## src/rtl/mprj_ckpt_pkg.sv

```systemverilog
// Shared constants and types for the checkpoint pad driver: pad bit map,
// FSM encoding and the queued entry layout.
package mprj_ckpt_pkg;

   localparam int IO_W     = 38;
   localparam int CKPT_LSB = 16;
   localparam int CKPT_MSB = 31;
   localparam int STAT_LSB = 34;
   localparam int STAT_MSB = 37;

   localparam int CODE_W   = CKPT_MSB - CKPT_LSB + 1;
   localparam int STAT_W   = STAT_MSB - STAT_LSB + 1;
   localparam int ENTRY_W  = CODE_W + STAT_W + 1;

   typedef enum logic {
      IDLE = 1'b0,
      HOLD = 1'b1
   } ckpt_state_e;

   typedef struct packed {
      logic [CODE_W-1:0] code;
      logic [STAT_W-1:0] status;
      logic              status_en;
   } ckpt_entry_t;

   // Pads owned by this block; everything else stays an undriven input.
   function automatic logic [IO_W-1:0] driven_mask();
      logic [IO_W-1:0] m;
      m = '0;
      m[CKPT_MSB:CKPT_LSB] = '1;
      m[STAT_MSB:STAT_LSB] = '1;
      return m;
   endfunction

endpackage

```

## src/rtl/mprj_ckpt_fifo.sv

```systemverilog
// Generic synchronous FIFO, first-word-valid read. Pointers carry one extra
// wrap bit so full and empty come straight from registered state.
module mprj_ckpt_fifo #(
   parameter int WIDTH = 8,
   parameter int DEPTH = 4
) (
   input  logic             clk,
   input  logic             rst,
   input  logic             push,
   input  logic [WIDTH-1:0] wr_data,
   input  logic             pop,
   output logic [WIDTH-1:0] rd_data,
   output logic             full,
   output logic             empty
);

   localparam int AW = $clog2(DEPTH);

   logic [AW:0]      wr_ptr;
   logic [AW:0]      rd_ptr;
   logic [WIDTH-1:0] mem [DEPTH];
   logic             do_push;
   logic             do_pop;

   assign do_push = push && !full;
   assign do_pop  = pop && !empty;

   always_ff @(posedge clk) begin
      if (rst) begin
         wr_ptr <= '0;
         rd_ptr <= '0;
      end else begin
         if (do_push) wr_ptr <= wr_ptr + (AW+1)'(1);
         if (do_pop)  rd_ptr <= rd_ptr + (AW+1)'(1);
      end
   end

   always_ff @(posedge clk) begin
      if (do_push && !rst) mem[wr_ptr[AW-1:0]] <= wr_data;
   end

   assign empty   = (wr_ptr == rd_ptr);
   assign full    = (wr_ptr[AW] != rd_ptr[AW]) && (wr_ptr[AW-1:0] == rd_ptr[AW-1:0]);
   assign rd_data = mem[rd_ptr[AW-1:0]];

endmodule

```

## src/rtl/mprj_ckpt_driver.sv

```systemverilog
// Queues firmware checkpoint codes and presents each on the user pads for a
// guaranteed minimum number of cycles so a pad monitor cannot miss it.
//
//   state | meaning
//   ------+-----------------------------------------------------------
//   IDLE  | nothing being held; pads keep the last code and status
//   HOLD  | a code is on the pads, hold_cnt counts down its dwell time
module mprj_ckpt_driver
   import mprj_ckpt_pkg::*;
#(
   parameter int DEPTH       = 4,
   parameter int HOLD_CYCLES = 16
) (
   input  logic             wb_clk_i,
   input  logic             wb_rst_i,
   input  logic             enable,
   input  logic             push_valid,
   output logic             push_ready,
   input  logic [15:0]      push_code,
   input  logic [3:0]       push_status,
   input  logic             push_status_en,
   output logic [IO_W-1:0]  io_out,
   output logic [IO_W-1:0]  io_oeb,
   output logic             busy
);

   localparam int                HOLD_W    = $clog2(HOLD_CYCLES + 1);
   localparam logic [HOLD_W-1:0] HOLD_LOAD = HOLD_W'(HOLD_CYCLES - 1);
   localparam logic [IO_W-1:0]   PAD_MASK  = driven_mask();

   ckpt_state_e       state;
   ckpt_state_e       state_nxt;
   logic [HOLD_W-1:0] hold_cnt;
   logic [CODE_W-1:0] ckpt_reg;
   logic [STAT_W-1:0] stat_reg;

   ckpt_entry_t       wr_entry;
   ckpt_entry_t       head;
   logic              fifo_full;
   logic              fifo_empty;
   logic              pop;
   logic              hold_done;
   logic              pad_drive;

   assign wr_entry = '{code: push_code, status: push_status, status_en: push_status_en};

   mprj_ckpt_fifo #(
      .WIDTH (ENTRY_W),
      .DEPTH (DEPTH)
   ) u_fifo (
      .clk     (wb_clk_i),
      .rst     (wb_rst_i),
      .push    (push_valid),
      .wr_data (wr_entry),
      .pop     (pop),
      .rd_data (head),
      .full    (fifo_full),
      .empty   (fifo_empty)
   );

   assign push_ready = !fifo_full;
   assign hold_done  = (hold_cnt == '0);

   always_ff @(posedge wb_clk_i) begin
      if (wb_rst_i) state <= IDLE;
      else          state <= state_nxt;
   end

   always_comb begin
      state_nxt = state;
      case (state)
         IDLE: if (enable && !fifo_empty) state_nxt = HOLD;
         HOLD: if (hold_done && !(enable && !fifo_empty)) state_nxt = IDLE;
         default: state_nxt = IDLE;
      endcase
   end

   // A pop happens on leaving IDLE or at the end of a hold with a successor
   // queued, which gives back-to-back codes with no gap cycle.
   always_comb begin
      pop = 1'b0;
      case (state)
         IDLE:    pop = enable && !fifo_empty;
         HOLD:    pop = enable && !fifo_empty && hold_done;
         default: pop = 1'b0;
      endcase
   end

   always_ff @(posedge wb_clk_i) begin
      if (wb_rst_i) begin
         hold_cnt <= '0;
      end else if (pop) begin
         hold_cnt <= HOLD_LOAD;
      end else if (!hold_done) begin
         hold_cnt <= hold_cnt - HOLD_W'(1);
      end
   end

   always_ff @(posedge wb_clk_i) begin
      if (wb_rst_i) begin
         ckpt_reg <= '0;
         stat_reg <= '0;
      end else if (pop) begin
         ckpt_reg <= head.code;
         if (head.status_en) stat_reg <= head.status;
      end
   end

   always_comb begin
      io_out                    = '0;
      io_out[CKPT_MSB:CKPT_LSB] = ckpt_reg;
      io_out[STAT_MSB:STAT_LSB] = stat_reg;
   end

   // Pads are released during reset regardless of enable.
   assign pad_drive = enable && !wb_rst_i;
   assign io_oeb    = pad_drive ? ~PAD_MASK : '1;

   assign busy = (state == HOLD) || !fifo_empty;

endmodule

```

## config.mk

```make
export PLATFORM = sky130hd
export DESIGN_NAME = mprj_ckpt_driver
export DESIGN_NICKNAME = d
export VERILOG_FILES = /design/src/rtl/mprj_ckpt_pkg.sv /design/src/rtl/mprj_ckpt_fifo.sv /design/src/rtl/mprj_ckpt_driver.sv
export SDC_FILE = /design/constraint.sdc
export NUM_CORES = 1
export LEC_CHECK = 0
export CORE_MARGIN = 2
export CORE_UTILIZATION = 53
export CTS_BUF_LIST = sky130_fd_sc_hd__clkbuf_4
export DETAILED_ROUTE_END_ITERATION = 16
export GPL_ROUTABILITY_DRIVEN = 0
export GPL_TIMING_DRIVEN = 0
export PLACE_DENSITY_LB_ADDON = 0.2
export SLEW_MARGIN = 10
export SYNTH_ARGS = -nofsm -noshare
export SYNTH_HDL_FRONTEND = slang
export SYNTH_SLANG_ARGS = --single-unit
```

## constraint.sdc

```tcl
create_clock -name wb_clk_i -period 2.25 [get_ports wb_clk_i]
set_input_delay 0.45 -clock wb_clk_i [delete_from_list [all_inputs] [get_ports wb_clk_i]]
set_output_delay 0.45 -clock wb_clk_i [all_outputs]
set_load 0.01 [all_outputs]
```

**After elaboration in Yosys (flattened, before gate mapping)**

Memory sizes are Yosys's and may differ from the RTL's. A register that Yosys moved wholly into a read port is not among the register bits.
Cells that the tools add are included.

- Add/subtract/negate cells: 3
- Eq/ne operators: 4
- Multiplexer cells: 11
- Bitwise gates (word level): 1
- Reductions and logical operators: 16

Operators with widths:

| kind | count |
|---|---|
| $mux 38 | 1 |
| $logic_and 1x1->1 | 8 |
| $mux 4 | 2 |
| $add 3x1->3 const B | 2 |
| $logic_not 5->1 | 1 |
| $sub 5x1->5 const B | 1 |
| $logic_not 1->1 | 4 |
| $mux 1 | 4 |
| $mux 2 | 2 |
| $pmux 1 s2 | 2 |
| $eq 3x3->1 | 1 |
| $eq 2x2->1 | 1 |
| $ne 2x1->1 const B | 1 |
| $reduce_and 2->1 | 1 |
| $reduce_or 2->1 | 1 |
| $logic_or 1x1->1 | 1 |
| $ne 1x1->1 | 1 |
| $not 1->1 | 1 |

- Bits in registers: 32
- Memory bits (writable): 84
- Input port bits: 25
- Output and inout bits: 78
- Word-level logic and storage cells: 43
- Memories: 1

Memory list:

| name | words | bits a word | read ports | clocked after Yosys merged registers in | wr ports | line | RTL |
|---|---|---|---|---|---|---|---|
| u_fifo.mem | 4 | 21 | 1 | 1 | 1 | mprj_ckpt_fifo.sv:21 | `logic [WIDTH-1:0] mem [DEPTH];` |

**Depth between registers and ports, before layout**

Gate-level depths: netlist (run 1).

- Depth in word-level cells: 8
- Depth in mapped cells: 8
- Depth with buffers taken out: 6

**Cells and area by module**

Synthesis (run 1) repeated with hierarchy kept, for this count alone.

- Cell total of the unflattened synthesis: 361
- Area total of the unflattened synthesis: 5276.3 µm²

Modules (own cells, without submodules):

| module | instances | cells an instance | area each (µm²) | sequential area each (µm²) |
|---|---|---|---|---|
| mprj_ckpt_fifo | 1 | 179 | 3607.2 | 2682.6 |
| mprj_ckpt_driver | 1 | 182 | 1669.1 | 520.5 |

**Worst setup path before layout (run 1)**

Ideal clock, no wire load.

- Kind: register -> register
- From: reg u_fifo.wr_ptr[1]
- To: mem u_fifo.mem[3][0] (netlist bit), enable pin
- Setup time: 0.379 ns
- Data arrival time: 1.585 ns
- Data required time: 1.871 ns
- Setup slack: 0.285 ns
- Stages on the path, launching flop included: 5
- Buffers on the path: 0
- Period minus slack after synthesis: 1.965 ns
- Path through: dfxtp_1 -> xor2_1 -> o31ai_1 -> nor2_1 -> and2_1

- Longest elaborated chain between the ends: 7

Ends and longest elaborated chain:

| item | line | RTL |
|---|---|---|
| from (decl) | mprj_ckpt_fifo.sv:19 | `logic [AW:0] wr_ptr;` |
| from (signal assigned) | mprj_ckpt_fifo.sv:33 | `if (do_push) wr_ptr <= wr_ptr + (AW+1)'(1);` |
| $eq 2x2->1 | mprj_ckpt_fifo.sv:43 | `assign full = (wr_ptr[AW] != rd_ptr[AW]) && (wr_ptr[AW-1:0] == rd_ptr[AW-1:0]);` |
| $logic_and 1x1->1 | mprj_ckpt_fifo.sv:43 |  |
| $logic_not 1->1 | mprj_ckpt_fifo.sv:25 | `assign do_push = push && !full;` |
| $logic_and 1x1->1 | mprj_ckpt_fifo.sv:25 |  |
| $logic_and 1x1->1 | mprj_ckpt_fifo.sv:39 | `if (do_push && !rst) mem[wr_ptr[AW-1:0]] <= wr_data;` |
| $mux 1 | mprj_ckpt_fifo.sv:39 |  |
| $mux 1 (not written as such) | mprj_ckpt_fifo.sv:39 |  |
| to (decl) | mprj_ckpt_fifo.sv:21 |  |

Parallel ways exist; a longest one is shown, timed or not.

**Worst setup path in the final report (run 1)**

- From: reg u_fifo.wr_ptr[1]
- To: out push_ready

- Longest elaborated chain between the ends: 3

Ends and longest elaborated chain:

| item | line | RTL |
|---|---|---|
| $eq 2x2->1 | mprj_ckpt_fifo.sv:43 |  |
| $logic_and 1x1->1 | mprj_ckpt_fifo.sv:43 |  |
| $logic_not 1->1 | mprj_ckpt_driver.sv:61 | `assign push_ready = !fifo_full;` |
| to (decl) | mprj_ckpt_driver.sv:18 | `output logic push_ready,` |

No other way between the ends.

==> impl_metrics.tcl, run 1 <==
set metrics [dict create \
    ys.warnings.count 0 \
    r2r_cells 8 \
    outcome "finished clean" \
    cp_max_fo 6 \
    slew_viol_final 0 \
    slew_headroom_pct 56.0 \
    grt_pass1_wl_mm 14.1 \
    netlist_instances 337 \
    r2r_end "ckpt_reg[13]$_SDFFE_PP0P_" \
    rows 35 \
    dpl_worst_slack_ps -764 \
    finalCriticalPeriod_ps 2150 \
    start_kind "flip-flop" \
    io_pins 103 \
    wirelength_mm 9.11 \
    p_clk_share_pct 30.7 \
    core_area_um2 9110 \
    timing.final.ws_setup_ps 99.6 \
    synth_ff_type "edfxtp_1" \
    tritoncts "built" \
    hpwl_mm 5.98 \
    vias 2914 \
    clkTransAtPathRegs_ps 110 \
    worst_pin_slew_ps 660 \
    synth_cell_types 34 \
    syn_to_final_growth_pct 25.9 \
    grt_max_degree 22 \
    nets 486 \
    post_cts_buffers 0 \
    io_buffers 66 \
    largest_reg_flops 84 \
    crit_chain "xor2_2, or3_1, dlygate4sd2_1" \
    async_reset_ff_share_pct 0 \
    synthesis.area_um2 4930 \
    die_h_um 100 \
    cp.required_ps 1800 \
    cp.arrival_ps 1700 \
    path_class "reg -> out" \
    hold_end "stat_reg[3]$_SDFFE_PP0P_" \
    first_pass_iters 6 \
    final_cell_mix "edfxtp_1, clkdlybuf4s50_1, buf_4, conb_1, dfxtp_1" \
    die_area_um2 10100 \
    min_period_over_period_pct 95.6 \
    intPower_mw 3.94 \
    holdCritPathClass "reg -> reg" \
    drive_above_1_share_pct 28.2 \
    power.switching_mw 1.37 \
    power_frac_comb_pct 21.0 \
    hold_viol_final 0 \
    synth_seq_cells 118 \
    cellLeakagePower_nw 2.29 \
    cts.sinks 118 \
    clockBufferDepth 2 \
    cpLargestDelayFamily "flip-flops" \
    synth_edf_count 84 \
    final_common_cell "edfxtp_1" \
    setup_viol_count_final 0 \
    diodes 0 \
    worstSkewPairLatency_ps 510 \
    fin_skew_ps 17.9 \
    slowest_delay_ps 370 \
    nFillCells 649 \
    die_w_um 100 \
    rsz0062_at_grt "no" \
    cts_hold_buf 0 \
    synth_area_per_cell_um2 14.6 \
    start_util_pct 54.1 \
    htree_levels 4 \
    crit_path_end_kind "output port" \
    grt-ovfl-total 0 \
    critPathSlowestCell "dfxtp_2" \
    ff2ff_setup_slack_ps 180 \
    seq_area_frac_synth_pct 65.0 \
    grt_pass1_vias 2749 \
    worstHoldPathCells 2 \
    max-cap-violations 0 \
    antenna_found_initial 0 \
    clockRootBuffer "clkbuf_4" \
    peakVddDrop_mv 0.715 \
    ant_nets 0 \
    wl_per_cell_um 15.7 \
    numCtsBuffers 17 \
    drc 0 \
    track_usage_pct 19.0 \
    crit_cells 3 \
    swShare_pct 25.7 \
    finalPower_mw 5.31 \
    vias_per_cell 5.03 \
    max_freq_mhz 465 \
    seqPwrFrac_pct 48.3 \
    pwr_density_cell_nw_per_um2 856 \
    hold_start "stat_reg[3]$_SDFFE_PP0P_" \
    drt_iter0_markers 133 \
    timing.rr.start "hold_cnt[0]$_SDFFE_PP0P_" \
    crit_buf_inv 1 \
]
[through the flow]
stage          TNS, ps  utilization [%]  hold WS, ps  instance area (um^2)  cells
6_report             0             68.1          463                  6200    579
5_1_grt              0             68.1          508                  6200    579
4_1_cts              0             68.0          469                  6200    580
3_5_place_dp    -51170             64.3          454                  5850    548
3_3_place_gp    -45790             64.3          446                  5850    548
2_1_floorplan        0                -          480                  5050    371
[worst min-delay path: stages (launching register included)]
cell and delay [ps]:
dfxtp_1 320, nand2_1 50, mux2i_1 50
[final cells by class]
class	instances	area [um^2]	area share [%]
sequential	118	3210	51.7
multi-input combinational	178	1380	22.3
timing repair buffer	66	653	10.5
buffer	69	483	7.79
clock inverter	12	160	2.58
clock buffer	20	150	2.42
tap	111	139	2.24
inverter	5	23.8	0.383
[Yosys cell counts, types with 3 or more instances]
cell      number  area [um^2]
and2_1         4         25.0
edfxtp_1      84         2520
buf_4         55          413
o21ai_0       17         85.1
buf_2          6         30.0
a21oi_1       25          125
clkbuf_1       8         30.0
mux2i_1        5         50.1
ha_1           6         75.1
xnor2_1        3         26.3
mux4_2        21          473
inv_1          4         15.0
nand3_1       19         95.1
dfxtp_1       34          681
nand2_1       14         52.6
nor2_1         6         22.5
xor2_1         4         35.0
[worst max path at each step]
stage	startpoint	end	slack, ps
floorplan	u_fifo.wr_ptr[1]$_SDFFE_PP0P_	u_fifo.mem[3][0]$_DFFE_PP_	290
global placement	wb_rst_i	io_oeb[28]	-680
detailed placement	wb_rst_i	io_oeb[17]	-760
CTS	wb_rst_i	io_oeb[17]	40
global route	u_fifo.rd_ptr[2]$_SDFFE_PP0P_	busy	10
finish	u_fifo.wr_ptr[1]$_SDFFE_PP0P_	push_ready	100
[timing repair]
item,CTS,global route
resized for setup,19,8
endpoints found under the setup margin,106,20
cloned,0,0
[per-layer routing]
metal	part of all wire [%]	global-route usage (%)	routed length (um)	vias up
met1	42	24.4	3830	1374
li1	-	-	-	1400
met4	1.1	7.17	97	0
met3	7.5	5.71	679	10
met5	0	0	0	-
met2	49	30.7	4500	130
[cell families after synthesis]
family | Yosys count | synth area share [%]
flops | 118 | 65.0
buf+inv | 75 | 10.2
simple gates | 53 | 5.64
compound gates | 48 | 5.13
mux | 28 | 11.1
xor+xnor | 7 | 1.24
fa+ha+maj | 6 | 1.52
other cells | 2 | 0.152
[power groups by stage]
stage	Combinational [mW]	Clock [mW]	Sequential, mW
after floorplan	0.730	0	2.61
after global placement	1.09	0	2.60
after detailed placement	1.12	0	2.61
after CTS	1.12	1.65	2.56
after global routing	1.24	1.75	2.58
final	1.12	1.63	2.57
Note: power is estimated with default switching activity, not from simulation.
==> run 2, diff against run 1 <==
--- a/config.mk
+++ b/config.mk
@@ -6,12 +6,12 @@
 export NUM_CORES = 1
 export LEC_CHECK = 0
 export CORE_MARGIN = 2
-export CORE_UTILIZATION = 53
-export CTS_BUF_LIST = sky130_fd_sc_hd__clkbuf_4
+export CORE_UTILIZATION = 51
+export CTS_BUF_LIST = sky130_fd_sc_hd__clkbuf_8 sky130_fd_sc_hd__clkbuf_16
 export DETAILED_ROUTE_END_ITERATION = 16
 export GPL_ROUTABILITY_DRIVEN = 0
 export GPL_TIMING_DRIVEN = 0
-export PLACE_DENSITY_LB_ADDON = 0.2
+export PLACE_DENSITY = 0.78
 export SLEW_MARGIN = 10
 export SYNTH_ARGS = -nofsm -noshare
 export SYNTH_HDL_FRONTEND = slang
==> run 2 against run 1 <==
Net effect: non-clock buffer count is 1 higher; clock power rose by 71%; first-iteration DRC count is 96% higher; core utilization is 2.0 points higher; sequential share of layout area fell by 2.7 points; combinational power about the same; die area increased by 3.8%; critical path type is now in -> out; highest routed layer unchanged.
==> impl_metrics.tcl, run 2 (same netlist as run 1, synthesis figures left out) <==
set metrics [dict create \
    io_pins 103 \
    power.switching_mw 1.68 \
    max-cap-violations 0 \
    max_freq_mhz 464 \
    setup_viol_count_final 0 \
    grt-ovfl-total 0 \
    swShare_pct 25.7 \
    pwr_density_cell_nw_per_um2 999 \
    final_cell_mix "edfxtp_1, clkdlybuf4s50_1, buf_4, conb_1, dfxtp_1" \
    r2r_cells 7 \
    holdCritPathClass "reg -> reg" \
    hold_ws_ps 462 \
    path_class "in -> out" \
    io_buffers 66 \
    vias 3055 \
    slew_headroom_pct 56.5 \
    core_area_um2 9330 \
    fin_skew_ps 8.02 \
    hpwl_mm 6.05 \
    antenna_found_initial 0 \
    nets 487 \
    critPathCapture "io_oeb[23]" \
    outcome "finished clean" \
    diodes 0 \
    ff2ff_setup_slack_ps 90 \
    first_pass_iters 5 \
    grt_pass1_vias 3038 \
    timing.rr.start "hold_cnt[0]$_SDFFE_PP0P_" \
    track_usage_pct 20.6 \
    crit_path_end_kind "output port" \
    clockBufferDepth 2 \
    wl_per_cell_um 17.0 \
    cp.arrival_ps 1710 \
    final_common_cell "edfxtp_1" \
    cp.required_ps 1800 \
    wirelength_mm 10.1 \
    die_w_um 102 \
    p_clk_share_pct 42.7 \
    rows 35 \
    drive_above_1_share_pct 28.1 \
    drt_iter0_markers 261 \
    startpoint "wb_rst_i" \
    finalCriticalPeriod_ps 2160 \
    intPower_mw 4.85 \
    hold_viol_final 0 \
    cts_hold_buf 0 \
    grt_pass1_wl_mm 15.5 \
    worstSkewPairLatency_ps 520 \
    slowest_delay_ps 530 \
    start_util_pct 52.8 \
    worst_pin_slew_ps 652 \
    clkTransAtPathRegs_ps 60 \
    tritoncts "built" \
    cp_max_fo 20 \
    post_cts_buffers 0 \
    cpLargestDelayFamily "buffers and inverters" \
    instances_no_fill 598 \
    slew_viol_final 0 \
    largest_reg_flops 84 \
    syn_to_final_growth_pct 32.7 \
    min_period_over_period_pct 95.8 \
    post_cts_resize_count 22 \
    peakVddDrop_mv 0.791 \
    vias_per_cell 5.11 \
    htree_levels 4 \
    die_area_um2 10500 \
    cts.sinks 118 \
    drc 0 \
    critPathSlowestCell "clkdlybuf4s50_1" \
    ant_nets 0 \
    grt_max_degree 22 \
    tns_ps 0 \
    fin_util_pct 70.1 \
    clockRootBuffer "clkbuf_8" \
    seqPwrFrac_pct 39.6 \
    cellLeakagePower_nw 2.41 \
    rsz0062_at_grt "yes" \
    power_frac_comb_pct 17.7 \
    numCtsBuffers 17 \
    die_h_um 102 \
    post-place-cells 566 \
    crit_cells 5 \
    crit_buf_inv 4 \
    start_kind "input pin" \
    crit_chain "dlygate4sd2_1, clkinv_4, nand2_8, buf_4, clkdlybuf4s50_1" \
]
-- run 2: power by group through the flow --
| stage | Combinational [mW] | Clock (mW) | Sequential [mW] |
|---|---|---|---|
| floorplan | 0.730 | 0 | 2.61 |
| global placement | 1.08 | 0 | 2.60 |
| detailed placement | 1.12 | 0 | 2.61 |
| CTS | 1.15 | 2.82 | 2.58 |
| global route | 1.26 | 2.92 | 2.60 |
| finish | 1.15 | 2.79 | 2.58 |
-- run 2: through the flow --
| step | total power [mW] | instance area [um^2] | setup WS, ps |
|---|---|---|---|
| after detailed placement | 3.74 | 5880 | -698 |
| after floorplan | 3.34 | 5050 | 285 |
| after global placement | 3.69 | 5880 | -674 |
| final | 6.53 | 6540 | 93.4 |
| after global routing | 6.78 | 6540 | -20.5 |
| after CTS | 6.55 | 6540 | 69.4 |
-- run 2: how the worst min path moves through the flow --
| stage | start | cells after the start | to |
|---|---|---|---|
| floorplan | hold_cnt[4]$_SDFFE_PP0P_ | 1 | hold_cnt[4]$_SDFFE_PP0P_ |
| global placement | stat_reg[1]$_SDFFE_PP0P_ | 2 | stat_reg[1]$_SDFFE_PP0P_ |
| detailed placement | stat_reg[1]$_SDFFE_PP0P_ | 2 | stat_reg[1]$_SDFFE_PP0P_ |
| CTS | stat_reg[1]$_SDFFE_PP0P_ | 2 | stat_reg[1]$_SDFFE_PP0P_ |
| global route | ckpt_reg[5]$_SDFFE_PP0P_ | 2 | ckpt_reg[5]$_SDFFE_PP0P_ |
| finish | stat_reg[3]$_SDFFE_PP0P_ | 2 | stat_reg[3]$_SDFFE_PP0P_ |
-- run 2: layer usage --
metal | share of wire, % | track usage [%] | vias to the layer above
met5 | 0 | 0 | -
met4 | 1.3 | 8.21 | 0
met3 | 9.9 | 6.09 | 18
met2 | 50 | 35.3 | 191
met1 | 39 | 24.6 | 1448
li1 | - | - | 1398
-- run 2: area by class of cell --
class | instances | area, um^2
Multi-Input combinational cell | 178 | 1380
Inverter | 5 | 23.8
Buffer | 70 | 487
Clock inverter | 15 | 208
Tap cell | 129 | 161
Sequential cell | 118 | 3210
Clock buffer | 17 | 414
Timing Repair Buffer | 66 | 652
Fill cell | 641 | 2790
-- run 2: worst reg2reg max path: cells and delay by family, from the launching register on --
family	cells	cell delay (ps)
buffers and inverters	2	220
and+or+nand+nor	3	1080
DFF	1	310
AOI/OAI and AO/OA	1	220
adders and majority gates	1	240
